<file path="src/rtl/pipeline_ctrl_if.sv">
// Pipeline control bundle: hazard sources, memory handshake and control outputs.
// Latency: n/a (signal container only).
// Backpressure: n/a; freeze/bubble/flush outputs are the pipeline's stall controls.
interface pipeline_ctrl_if;
   logic        id_valid;
   logic [3:0]  id_src1;
   logic [3:0]  id_src2;
   logic        id_two_src;
   logic        exe_wb_en;
   logic        exe_mem_r_en;
   logic [3:0]  exe_dest;
   logic        mem_wb_en;
   logic [3:0]  mem_dest;
   logic        fwd_en;
   logic        branch_taken;
   logic        mem_req;
   logic        mem_ready;
   logic        freeze_if;
   logic        bubble_id;
   logic        flush;
   logic        freeze_all;
   logic        mem_busy;
   logic        mem_timeout;
   logic [15:0] stall_count;
   logic [15:0] flush_count;

   // Drives the pipeline status, observes the control decisions
   modport master (
      output id_valid, id_src1, id_src2, id_two_src,
      output exe_wb_en, exe_mem_r_en, exe_dest, mem_wb_en, mem_dest,
      output fwd_en, branch_taken, mem_req, mem_ready,
      input  freeze_if, bubble_id, flush, freeze_all, mem_busy,
      input  mem_timeout, stall_count, flush_count
   );

   // The controller itself
   modport slave (
      input  id_valid, id_src1, id_src2, id_two_src,
      input  exe_wb_en, exe_mem_r_en, exe_dest, mem_wb_en, mem_dest,
      input  fwd_en, branch_taken, mem_req, mem_ready,
      output freeze_if, bubble_id, flush, freeze_all, mem_busy,
      output mem_timeout, stall_count, flush_count
   );
endinterface

</file>
<file path="src/rtl/pipeline_ctrl.sv">
// Pipeline hazard/flush/memory-freeze controller with stall and flush statistics.
// Latency: control outputs are combinational (zero cycles); counters update on the edge.
// Backpressure: memory not ready freezes everything; flush beats hazard; hazard stalls IF/ID.
module pipeline_ctrl (
   input  logic           clk,
   input  logic           rst,
   pipeline_ctrl_if.slave bus
);

   typedef enum logic [0:0] {RUN = 1'b0, MEM_WAIT = 1'b1} state_t;

   state_t      r_state;
   state_t      w_state_nxt;
   logic [7:0]  r_wait_cnt;
   logic        r_timeout;
   logic [15:0] r_stall_cnt;
   logic [15:0] r_flush_cnt;

   logic        w_freeze_all;
   logic        w_mem_busy;
   logic        w_flush;
   logic        w_freeze_if;
   logic        w_bubble_id;
   logic        w_hazard;
   logic        w_exe_hit;
   logic        w_mem_hit;
   logic        w_load_use;
   logic        w_wait_entry;
   logic        w_wait_tick;

   // Register-match terms: a source hits when it equals a destination being written
   always_comb begin
      w_exe_hit  = bus.exe_wb_en && ((bus.exe_dest == bus.id_src1) ||
                   (bus.id_two_src && (bus.exe_dest == bus.id_src2)));
      w_mem_hit  = bus.mem_wb_en && ((bus.mem_dest == bus.id_src1) ||
                   (bus.id_two_src && (bus.mem_dest == bus.id_src2)));
      // With forwarding only a load in EXE cannot be bypassed in time
      w_load_use = bus.exe_mem_r_en && w_exe_hit;
      w_hazard   = bus.id_valid && (bus.fwd_en ? w_load_use : (w_exe_hit || w_mem_hit));
   end

   // Next state and control outputs; reset forces every control low
   always_comb begin
      w_state_nxt  = r_state;
      w_freeze_all = 1'b0;
      w_mem_busy   = 1'b0;
      w_flush      = 1'b0;
      w_freeze_if  = 1'b0;
      w_bubble_id  = 1'b0;
      case (r_state)
         RUN: begin
            if (bus.mem_req && !bus.mem_ready) begin
               w_freeze_all = 1'b1;
               w_state_nxt  = MEM_WAIT;
            end
         end
         MEM_WAIT: begin
            if (bus.mem_ready) begin
               w_state_nxt = RUN;
            end else begin
               w_freeze_all = 1'b1;
               w_mem_busy   = 1'b1;
            end
         end
         default: w_state_nxt = RUN;
      endcase
      // Priority: freeze over branch flush over data hazard
      if (!w_freeze_all) begin
         if (bus.branch_taken) begin
            w_flush = 1'b1;
         end else if (w_hazard) begin
            w_freeze_if = 1'b1;
            w_bubble_id = 1'b1;
         end
      end
      if (!rst) begin
         w_state_nxt  = RUN;
         w_freeze_all = 1'b0;
         w_mem_busy   = 1'b0;
         w_flush      = 1'b0;
         w_freeze_if  = 1'b0;
         w_bubble_id  = 1'b0;
      end
   end

   assign w_wait_entry = (r_state == RUN) && (w_state_nxt == MEM_WAIT);
   assign w_wait_tick  = (r_state == MEM_WAIT) && !bus.mem_ready;

   // State register
   always_ff @(posedge clk) begin
      if (!rst) r_state <= RUN;
      else      r_state <= w_state_nxt;
   end

   // Wait counter and sticky timeout; the FSM keeps waiting after a timeout
   always_ff @(posedge clk) begin
      if (!rst) begin
         r_wait_cnt <= 8'd0;
         r_timeout  <= 1'b0;
      end else begin
         if (w_wait_entry) begin
            r_wait_cnt <= 8'd0;
         end else if (w_wait_tick && (r_wait_cnt != 8'hFF)) begin
            r_wait_cnt <= r_wait_cnt + 8'd1;
         end
         if (w_wait_tick && (r_wait_cnt == 8'hFE)) begin
            r_timeout <= 1'b1;
         end
      end
   end

   // Saturating statistics counters
   always_ff @(posedge clk) begin
      if (!rst) begin
         r_stall_cnt <= 16'd0;
         r_flush_cnt <= 16'd0;
      end else begin
         if ((w_freeze_all || w_freeze_if) && (r_stall_cnt != 16'hFFFF)) begin
            r_stall_cnt <= r_stall_cnt + 16'd1;
         end
         if (w_flush && (r_flush_cnt != 16'hFFFF)) begin
            r_flush_cnt <= r_flush_cnt + 16'd1;
         end
      end
   end

   assign bus.freeze_if   = w_freeze_if;
   assign bus.bubble_id   = w_bubble_id;
   assign bus.flush       = w_flush;
   assign bus.freeze_all  = w_freeze_all;
   assign bus.mem_busy    = w_mem_busy;
   assign bus.mem_timeout = r_timeout;
   assign bus.stall_count = r_stall_cnt;
   assign bus.flush_count = r_flush_cnt;

endmodule

</file>
<file path="src/flat_wrapper.sv">
// flat-port wrapper written by rule: the top's interface ports become plain ports
module pipeline_ctrl_flat 
  (clk, rst, bus_id_valid, bus_id_src1, bus_id_src2, bus_id_two_src, bus_exe_wb_en, bus_exe_mem_r_en, bus_exe_dest, bus_mem_wb_en, bus_mem_dest, bus_fwd_en, bus_branch_taken, bus_mem_req, bus_mem_ready, bus_freeze_if, bus_bubble_id, bus_flush, bus_freeze_all, bus_mem_busy, bus_mem_timeout, bus_stall_count, bus_flush_count);
  pipeline_ctrl_if bus_i ();
  input  logic clk;
  input  logic rst;
  input wire logic [$bits(bus_i.id_valid)-1:0] bus_id_valid;
  input wire logic [$bits(bus_i.id_src1)-1:0] bus_id_src1;
  input wire logic [$bits(bus_i.id_src2)-1:0] bus_id_src2;
  input wire logic [$bits(bus_i.id_two_src)-1:0] bus_id_two_src;
  input wire logic [$bits(bus_i.exe_wb_en)-1:0] bus_exe_wb_en;
  input wire logic [$bits(bus_i.exe_mem_r_en)-1:0] bus_exe_mem_r_en;
  input wire logic [$bits(bus_i.exe_dest)-1:0] bus_exe_dest;
  input wire logic [$bits(bus_i.mem_wb_en)-1:0] bus_mem_wb_en;
  input wire logic [$bits(bus_i.mem_dest)-1:0] bus_mem_dest;
  input wire logic [$bits(bus_i.fwd_en)-1:0] bus_fwd_en;
  input wire logic [$bits(bus_i.branch_taken)-1:0] bus_branch_taken;
  input wire logic [$bits(bus_i.mem_req)-1:0] bus_mem_req;
  input wire logic [$bits(bus_i.mem_ready)-1:0] bus_mem_ready;
  output wire logic [$bits(bus_i.freeze_if)-1:0] bus_freeze_if;
  output wire logic [$bits(bus_i.bubble_id)-1:0] bus_bubble_id;
  output wire logic [$bits(bus_i.flush)-1:0] bus_flush;
  output wire logic [$bits(bus_i.freeze_all)-1:0] bus_freeze_all;
  output wire logic [$bits(bus_i.mem_busy)-1:0] bus_mem_busy;
  output wire logic [$bits(bus_i.mem_timeout)-1:0] bus_mem_timeout;
  output wire logic [$bits(bus_i.stall_count)-1:0] bus_stall_count;
  output wire logic [$bits(bus_i.flush_count)-1:0] bus_flush_count;
  assign bus_i.id_valid = bus_id_valid;
  assign bus_i.id_src1 = bus_id_src1;
  assign bus_i.id_src2 = bus_id_src2;
  assign bus_i.id_two_src = bus_id_two_src;
  assign bus_i.exe_wb_en = bus_exe_wb_en;
  assign bus_i.exe_mem_r_en = bus_exe_mem_r_en;
  assign bus_i.exe_dest = bus_exe_dest;
  assign bus_i.mem_wb_en = bus_mem_wb_en;
  assign bus_i.mem_dest = bus_mem_dest;
  assign bus_i.fwd_en = bus_fwd_en;
  assign bus_i.branch_taken = bus_branch_taken;
  assign bus_i.mem_req = bus_mem_req;
  assign bus_i.mem_ready = bus_mem_ready;
  assign bus_freeze_if = bus_i.freeze_if;
  assign bus_bubble_id = bus_i.bubble_id;
  assign bus_flush = bus_i.flush;
  assign bus_freeze_all = bus_i.freeze_all;
  assign bus_mem_busy = bus_i.mem_busy;
  assign bus_mem_timeout = bus_i.mem_timeout;
  assign bus_stall_count = bus_i.stall_count;
  assign bus_flush_count = bus_i.flush_count;
  pipeline_ctrl u_core (.clk(clk), .rst(rst), .bus(bus_i));
endmodule
</file>
<file path="config.mk">
export PLATFORM = sky130hd
export DESIGN_NAME = pipeline_ctrl_flat
export DESIGN_NICKNAME = d
export VERILOG_FILES = /design/src/rtl/pipeline_ctrl_if.sv /design/src/rtl/pipeline_ctrl.sv /design/src/flat_wrapper.sv
export SDC_FILE = /design/constraint.sdc
export NUM_CORES = 1
export LEC_CHECK = 0
export CORE_ASPECT_RATIO = 1.1
export CORE_MARGIN = 10
export CORE_UTILIZATION = 25
export DETAILED_ROUTE_END_ITERATION = 10
export DONT_BUFFER_PORTS = 1
export PLACE_DENSITY = 0.5
export SLEW_MARGIN = 20
export SYNTH_ARGS = -nofsm -noshare
export SYNTH_HDL_FRONTEND = slang
export SYNTH_SLANG_ARGS = --single-unit
</file>
<file path="constraint.sdc">
create_clock -name clk -period 2.1 [get_ports clk]
set_input_delay 0.21 -clock clk [delete_from_list [all_inputs] [get_ports clk]]
set_output_delay 0.21 -clock clk [all_outputs]
set_load 0.005 [all_outputs]
</file>
==> flow_summary.json <==
{
  "synth_ff_type": "dfxtp_1",
  "hold_viol": 0,
  "worstSetupStartpointType": "input port",
  "status": "finished, final reports clean",
  "die_h_um": 120,
  "drv_cap": 0,
  "switchingPower_uw": 374,
  "fin_crit_ps": 1910,
  "nets": 318,
  "final_core_util": 0.297,
  "crit_top_cell": "buf_4",
  "viasPerCell": 4.98,
  "cp-end-kind": "primary output",
  "crit_fanout": 3,
  "cp_num_buf_inv": 2,
  "drtPass1Iterations": 4,
  "synth.distinct_cells": 46,
  "portBuffers": 0,
  "core_area_um2": 8830,
  "clkPwrFrac": 0.374,
  "diodes": 0,
  "rr_worst_depth": 6,
  "drt.antenna.violating_nets": 0,
  "cp.arrival_ps": 1700,
  "cp.depth": 7,
  "mostFrequentLayoutCells": "dfxtp_1, nor2_1, xnor2_1",
  "cts-root-buf": "clkbuf_8",
  "grt_pass1_vias": 1964,
  "hold_class": "input port to register",
  "ir_worst_vdd_mv": 0.235,
  "path_cells": "xnor2_1, nand4_1, o22ai_1, buf_4, nor2_1, nor4_1, buf_4",
  "swShare": 0.250,
  "critPathKind": "input port to primary output",
  "hold-path-cell-count": 1,
  "fin_crit_sh": 0.908,
  "initial_core_util": 0.256,
  "hpwl_um": 4990,
  "postLayoutCellArea_um2": 2630,
  "finalSetupViolations": 0,
  "finClkSkew_ps": 9.73,
  "placed_area_um2": 2510,
  "clock-sinks": 42,
  "routed_wl_um": 6410,
  "slowest_stage": "nor4_1",
  "drt_iter0_markers": 68,
  "area_growth_pct": 16.0,
  "syn_inst": 270,
  "drive_gt1_frac": 0.146,
  "fmax_ghz": 0.524,
  "syn_nets": 301,
  "cts-hold-fix-buffers": 0,
  "rsz0062_at_grt": "no",
  "vias": 2000,
  "numCtsBuffers": 5,
  "synthArstFlopShare": 0,
  "drcViolationCount": 0,
  "gr-total-overflow": 0,
  "die_w_um": 111,
  "clockBufferDepth": 2,
  "pin_count": 65,
  "synth_edf_count": 0,
  "ys_ff_latch": 42,
  "worstMarginPinSlew_ps": 665,
  "cts.reportedPaths.clkPinSlew_ps": 80,
  "p_per_area_nw_per_um2": 571,
  "yosys_warnings": 0,
  "rows": 36,
  "grt_antenna_before_repair": 0,
  "syn-mean-instance-area_um2": 8.38,
  "final_common_cell": "dfxtp_1",
  "p_int_mw": 1.12,
  "grt_max_degree": 29,
  "insertion_delay_ps": 300,
  "power_leakage_nw": 0.811,
  "fin_total_pwr_mw": 1.50,
  "wl_per_cell_um": 15.9,
  "power.share.sequential": 0.540,
  "grt_usage": 0.0936,
  "seq_area_frac_synth": 0.371,
  "synthesis.area_um2": 2260,
  "htreeDepth": 2,
  "die_area_um2": 13300,
  "gp_congestion": 0.751,
  "worst_path_largest_cell_delay_ps": 430,
  "cts_tree": "built",
  "critPathTopFamily": "simple AND/OR/NAND/NOR gates",
  "maxSlewHeadroom": 0.555,
  "num-fill-cells": 988,
  "combPwrFrac": 0.086,
  "slew_viol_final": 0,
  "grt_pass1_wl_um": 10200,
  "fin_tns_setup_ps": 0,
  "cp.required_ps": 1890
}
[timing repair]
item | 4_1_cts | 5_1_grt
setup endpoints to repair | 0 | 7
setup buffers | 0 | 0
gates resized for setup | 0 | 4
[Yosys cell counts, types with 3 or more instances]
master	count	area share
dfxtp_1	42	0.37
nor2_1	32	0.053
xnor2_1	26	0.10
nand2_1	21	0.035
a21oi_1	15	0.033
nand3_1	14	0.031
nand4_1	14	0.039
o21ai_0	12	0.027
or3_1	11	0.030
inv_1	9	0.015
o31ai_1	7	0.023
xor2_1	6	0.023
or4_1	5	0.017
clkbuf_1	4	0.0066
ha_1	4	0.022
nor3_2	4	0.018
nand2b_1	3	0.0083
o211ai_1	3	0.0099
[cell families after synthesis]
kind of cell / count (synthesis) / synth area share
AOI/OAI and AO/OA: 56 / 0.174
xor gates and xnor gates: 32 / 0.124
adders and majority gates: 4 / 0.0221
buffers and inverters: 19 / 0.0343
DFF: 42 / 0.371
muxes: 2 / 0.00885
and+or+nand+nor: 115 / 0.265
[power by group through the flow]
stage	clock [mW]	combinational (mW)	sequential, mW
2_1_floorplan	0	0.0967	0.828
3_3_place_gp	0	0.127	0.828
3_5_place_dp	0	0.130	0.828
4_1_cts	0.579	0.130	0.809
5_1_grt	0.609	0.143	0.810
6_report	0.561	0.129	0.809
[metal layers]
metal | GRT usage | wire [um] | vias to the layer above | part of all wire
li1 | - | - | 1011 | -
met1 | 0.0931 | 2480 | 934 | 0.39
met2 | 0.155 | 3040 | 50 | 0.47
met3 | 0.0563 | 793 | 5 | 0.12
met4 | 0.0415 | 89 | 0 | 0.014
met5 | 0 | 0 | - | 0
[sequential cells by signal (all words and copies together), names as in the netlist]
register,count
u_core.bus.mem_timeout,1
u_core.bus.stall_count,16
u_core.r_wait_cnt,8
u_core.r_state,1
u_core.bus.flush_count,16
[worst paths after layout]
kind,start,endpoint,slack [ps]
setup / recovery,bus_id_src1[1],bus_freeze_if,190
setup reg to reg,u_core.bus.flush_count[1],u_core.bus.flush_count[15],200
hold reg to reg,u_core.r_wait_cnt[7],u_core.r_wait_cnt[7],500
hold / removal,rst,u_core.bus.mem_timeout,30
[area by class of cell]
type	instances	area [um2]	share of cell area
Clock buffer	7	86.3	0.0329
Clock inverter	1	5.00	0.00191
Sequential cell	42	841	0.320
Tap cell	114	143	0.0543
Multi-Input combinational cell	209	1370	0.522
Inverter	10	37.5	0.0143
Timing Repair Buffer	19	143	0.0543
[through the flow]
step / worst slack (ps) / instances / hold slack, ps
finish: 193 / 402 / 31.1
global route: 35.7 / 402 / 8.66
detailed placement: 59.1 / 394 / 335
floorplan: 291 / 270 / 382
CTS: 50.7 / 402 / 19.1
global placement: 135 / 394 / 334
Power figures use the tool's default switching activity.
